## config.mk

```make
export PLATFORM = sky130hd
export DESIGN_NAME = fifo_serial_tx
export DESIGN_NICKNAME = d
export VERILOG_FILES = /design/src/rtl/fifo_serial_pkg.sv /design/src/rtl/serial_bit_timer.sv /design/src/rtl/fifo_serial_tx.sv
export SDC_FILE = /design/constraint.sdc
export NUM_CORES = 1
export LEC_CHECK = 0
export ABC_CLOCK_PERIOD_IN_PS = 1900
export CORE_AREA = 2 2 69 71
export DETAILED_ROUTE_END_ITERATION = 6
export DIE_AREA = 0 0 71 73
export GPL_ROUTABILITY_DRIVEN = 1
export SETUP_SLACK_MARGIN = 0.4
export SLEW_MARGIN = 20
export SYNTH_ARGS = -nofsm -noshare
export SYNTH_HDL_FRONTEND = slang
export SYNTH_HIERARCHICAL = 1
export SYNTH_SLANG_ARGS = --single-unit
```

## constraint.sdc

```tcl
create_clock -name clock -period 1.9 [get_ports clock]
set_clock_uncertainty 0.2 [all_clocks]
set_input_delay 0.38 -clock clock [delete_from_list [all_inputs] [get_ports clock]]
set_output_delay 0.38 -clock clock [all_outputs]
set_load 0.03 [all_outputs]
```

## src/rtl/fifo_serial_pkg.sv

```systemverilog
// Shared types and constants for the FIFO-fed serial transmitter and its
// future receive-side companion.
package fifo_serial_pkg;

  localparam int DATA_W     = 8;
  localparam int FRAME_BITS = 1 + DATA_W;  // start bit plus data bits

  typedef enum logic [2:0] {
    IDLE,
    REQ,
    LATCH,
    START,
    DATA,
    STOP
  } state_t;

endpackage

```

## src/rtl/serial_bit_timer.sv

```systemverilog
// Free-running bit-period counter: tick is high in the last clock of each
// serial bit; clear holds the count at zero so a new state starts a fresh bit.
module serial_bit_timer #(
  parameter int CLKS_PER_BIT = 4
) (
  input  logic clock,
  input  logic reset_n,
  input  logic clear,
  output logic tick
);

  localparam int CW = (CLKS_PER_BIT > 1) ? $clog2(CLKS_PER_BIT) : 1;
  localparam logic [CW-1:0] LAST = CW'(CLKS_PER_BIT - 1);

  logic [CW-1:0] count;

  // With CLKS_PER_BIT=1 the count never leaves zero, so tick is constant high.
  assign tick = (count == LAST);

  always_ff @(posedge clock or negedge reset_n) begin
    if (!reset_n) begin
      count <= '0;
    end else if (clear || tick) begin
      count <= '0;
    end else begin
      count <= count + 1'b1;
    end
  end

endmodule

```

## src/rtl/fifo_serial_tx.sv

```systemverilog
// Pops bytes from the FIFO read port and sends each one as a serial frame:
// start bit, 8 data bits LSB first, STOP_BITS stop bits. All outputs are flops.
module fifo_serial_tx
  import fifo_serial_pkg::*;
#(
  parameter int CLKS_PER_BIT = 4,
  parameter int STOP_BITS    = 1
) (
  input  logic              clock,
  input  logic              reset_n,
  input  logic              enable,
  input  logic              empty,
  input  logic [DATA_W-1:0] fifo_data,
  output logic              rn,
  output logic              tx,
  output logic              busy,
  output logic              frame_done
);

  localparam int STOP_CYCLES = STOP_BITS * CLKS_PER_BIT;
  localparam int SW          = $clog2(STOP_CYCLES + 1);
  localparam logic [SW-1:0] STOP_LOAD = SW'(STOP_CYCLES - 1);
  localparam logic          LAST_STOP = 1'(STOP_BITS - 1);
  localparam logic [2:0]    LAST_BIT  = 3'(FRAME_BITS - 2);

  state_t            state;
  logic [DATA_W-1:0] shift;
  logic [2:0]        bit_idx;
  logic              stop_cnt;
  logic [SW-1:0]     stop_left;
  logic              tick;
  logic              timer_clear;

  // The timer only runs in the timed states; holding it cleared elsewhere
  // guarantees START begins at count zero, and later entries land on a wrap.
  assign timer_clear = (state == IDLE) || (state == REQ) || (state == LATCH);

  serial_bit_timer #(
    .CLKS_PER_BIT(CLKS_PER_BIT)
  ) u_timer (
    .clock  (clock),
    .reset_n(reset_n),
    .clear  (timer_clear),
    .tick   (tick)
  );

  // stop_left counts down the stop phase so the registered frame_done can be
  // raised one edge early and land exactly on the final stop cycle.
  always_ff @(posedge clock or negedge reset_n) begin
    if (!reset_n) begin
      state      <= IDLE;
      shift      <= '0;
      bit_idx    <= '0;
      stop_cnt   <= 1'b0;
      stop_left  <= '0;
      rn         <= 1'b0;
      tx         <= 1'b1;
      busy       <= 1'b0;
      frame_done <= 1'b0;
    end else begin
      case (state)
        IDLE: begin
          if (enable && !empty) begin
            state <= REQ;
            rn    <= 1'b1;
            busy  <= 1'b1;
          end
        end
        REQ: begin
          state <= LATCH;
          rn    <= 1'b0;
        end
        LATCH: begin
          shift   <= fifo_data;
          bit_idx <= '0;
          tx      <= 1'b0;
          state   <= START;
        end
        START: begin
          if (tick) begin
            tx    <= shift[0];
            state <= DATA;
          end
        end
        DATA: begin
          if (tick) begin
            if (bit_idx == LAST_BIT) begin
              tx         <= 1'b1;
              stop_cnt   <= 1'b0;
              stop_left  <= STOP_LOAD;
              frame_done <= (STOP_CYCLES == 1);
              state      <= STOP;
            end else begin
              bit_idx <= bit_idx + 3'd1;
              shift   <= shift >> 1;
              tx      <= shift[1];
            end
          end
        end
        STOP: begin
          if (stop_left != '0) begin
            stop_left <= stop_left - 1'b1;
          end
          frame_done <= (stop_left == SW'(1));
          if (tick) begin
            if (stop_cnt == LAST_STOP) begin
              busy       <= 1'b0;
              frame_done <= 1'b0;
              state      <= IDLE;
            end else begin
              stop_cnt <= 1'b1;
            end
          end
        end
        default: state <= IDLE;
      endcase
    end
  end

endmodule

```

==> results.py <==
metrics = {
    "routing": {
        "totalWireLength_um": 2800,
        "drcViolationCount": 0,
        "vias_per_cell": 4.82,
        "drt-wirelength-per-cell_um": 13.6,
        "postRouteAntennaNets": 0,
        "drtIter0Drc": 31,
        "dr.pass1.iters": 4,
        "vias": 993,
    },
    "place": {
        "port-buffer-count": 15,
        "postPlaceCellArea_um2": 1530,
        "placedCellCount": 183,
        "dpl_worst_slack_ns": -0.0189,
        "hpwl_um": 1740,
        "globalplace.congestion": 0.721,
    },
    "logic_synthesis": {
        "syn_area_um2": 1300,
        "synth_edf_count": 0,
        "synth-main-ff-cell": "dfrtp_1",
        "ys_ff_latch": 23,
        "yosys_warnings": 6,
        "syn_inst": 117,
        "async_reset_ff_share_pct": 100,
        "synth_nets": 136,
        "avgSynthCellArea_um2": 11.1,
        "yosysSeqAreaShare_pct": 44.5,
        "ys_types": 34,
    },
    "cts": {
        "cts-root-buf": "clkbuf_8",
        "cts_buffer_depth": 2,
        "clk_pin_slew_ns": 0.09,
        "insertion_delay_ns": 0.27,
        "tritoncts": "done",
        "cts.htree.levels": 1,
        "postCtsHoldBufs": 0,
        "cts_buffers": 3,
        "clock-sinks": 23,
    },
    "die": {
        "core_um2": 4540,
        "die_w_um": 71,
        "ioPinCount": 16,
        "dieArea_um2": 5180,
        "num_rows": 25,
        "floorplan.initialDensity_pct": 28.6,
        "die_h_um": 73,
    },
    "pwr": {
        "p_clk_share_pct": 18.4,
        "leakage_nw": 0.785,
        "ir_drop_mv": 0.476,
        "combPwrFrac_pct": 40.4,
        "sw_frac_of_total_pct": 33.4,
        "pwr-share-seq_pct": 41.2,
        "p_sw_w": 0.000571,
        "internal-power_w": 0.00114,
        "powerDensity_nw_per_um2": 931,
    },
    "setup_path": {
        "critPathMaxFanout": 6,
        "cp_data_required_time_ns": 1.91,
        "criticalPathCategory": "reg -> reg",
        "startpoint": "bit_idx[1]",
        "critPathLaunchType": "flop",
        "arrival_ns": 1.83,
        "endpoint_kind": "flop",
        "timing.rr.start": "bit_idx[1]",
    },
    "grt": {
        "met1_usage_pct": 14.4,
        "grt_pass1_vias": 1071,
        "grt.busiest_layer": "met2",
        "grt_pass1_wl_um": 4830,
        "use_met3_pct": 1.80,
        "met2_usage_pct": 20.5,
        "track_usage_pct": 11.8,
        "grt_max_degree": 24,
        "antenna_found_initial": 0,
        "grt-ovfl-total": 0,
    },
    "status": {
        "status": "finished clean",
    },
    "timing": {
        "fmax_ghz": 0.548,
        "setup_viol": 0,
        "worst_pin_slew_ns": 0.297,
        "final.min_clock_period_ns": 1.83,
        "holdWs_ns": 0.255,
        "grt_setup_unrepaired": "true",
        "timing.final.ws_setup_ns": 0.0738,
        "final.setup.tns_ns": 0,
        "finalCritPeriodShare_pct": 96.1,
        "maxSlewHeadroom_pct": 80.2,
        "drv_slew": 0,
        "hold_viol": 0,
    },
    "run": {
        "maxCapViolations": 0,
    },
    "layout": {
        "final-seq-area_um2": 582,
        "area_growth_pct": 41.8,
        "final_cells": 206,
        "final_common_cell": "dfrtp_1",
        "nets": 172,
        "multiInputGateArea_um2": 828,
        "fillers": 408,
        "n_antenna_cell": 0,
        "layout_common_cells": "dfrtp_1 (20), buf_4 (17), clkdlybuf4s50_1 (11), nor2_1 (9), a21oi_2 (9)",
        "layout-drive-gt1-share_pct": 49.3,
        "final_area_um2": 1840,
    },
    "hold_path": {
        "holdCritPathClass": "in -> async",
    },
}
## path summary, 6_finish.rpt
| kind | depth (start not counted) | slack, ns | endpoint |
|---|---|---|---|
| max in group asynchronous | 2 | 0.96 | tx |
| max | 7 | 0.07 | shift[5] |
| min | 2 | 0.25 | shift[1] |
| max reg2reg | 7 | 0.07 | shift[5] |
| min reg2reg | 1 | 0.28 | frame_done |
| min in group clock | 1 | 0.28 | frame_done |
## cell usage after synthesis (2+ instances only)
master | n | area share, %
inv_1 | 8 | 2.3
nor2_1 | 14 | 4.1
buf_6 | 3 | 2.6
mux2i_1 | 8 | 6.2
dfrtp_1 | 22 | 42
o22ai_1 | 2 | 0.96
nand2_1 | 3 | 0.87
o21ai_0 | 2 | 0.77
nand3_1 | 4 | 1.5
mux2_2 | 3 | 2.6
a21oi_1 | 10 | 3.9
nand3b_1 | 2 | 1.2
o21ai_2 | 2 | 1.4
ha_1 | 7 | 6.7
nand2b_1 | 2 | 0.96
a21oi_2 | 7 | 4.7
## worst max-delay path, stage by stage, from the launching register on
cell and delay (ns):
dfrtp_1 0.43, ha_4 0.19, ha_4 0.16, nor4bb_4 0.25
buf_4 0.19, o21ba_4 0.18, nor2_1 0.06, a21oi_2 0.11
## cell families (layout without fill, tap and decap cells)
logic type	after synthesis	after routing	share of synthesized area, %
AO/OA/AOI/OAI	28	31	15.2
adder cells (fa/ha/maj)	7	7	6.75
buffers and inverters	14	46	7.52
flip-flops	23	23	44.5
multiplexers	11	11	8.78
AND/OR/NAND/NOR	34	34	17.3
## power groups by stage
stage | sequential [W] | combinational (W) | clock [W]
after floorplan | 0.000702 | 0.000420 | 0
after global placement | 0.000705 | 0.000486 | 0
after detailed placement | 0.000710 | 0.000506 | 0
after CTS | 0.000697 | 0.000618 | 0.000320
after global routing | 0.000724 | 0.000751 | 0.000342
final | 0.000706 | 0.000692 | 0.000315
## flip-flops by register name, summed over array words and instances (netlist names)
signal	count
bit_idx	3
busy	1
frame_done	1
rn	1
shift	8
state	3
stop_left	3
tx	1
u_timer/count	2
## timing repair
action                     4_1_cts  5_1_grt
buffers inserted                12        4
cloned                           3        0
resized for setup               29       23
setup endpoints to repair       21       19
hold endpoints to repair         0        0
pin swaps                        8       11
## cell type report
type / count / share of cell area, %
multi-input combinational: 83 / 45.0
sequential: 23 / 31.6
timing repair buffer: 34 / 15.6
tap: 54 / 3.67
clock buffer: 4 / 2.45
inverter: 8 / 1.63
## layer usage
metal	vias to the layer above	wire (µm)
met4	0	51
met3	4	59
met5	-	0
li1	481	-
met2	13	1490
met1	495	1200
## stage by stage
step	utilization (%)	power, W
finish	40.6	0.00171
global placement	33.8	0.00119
detailed placement	33.8	0.00122
global route	40.6	0.00182
CTS	38.3	0.00163
floorplan	-	0.00112
No activity file was read; power rests on OpenSTA's default activity.
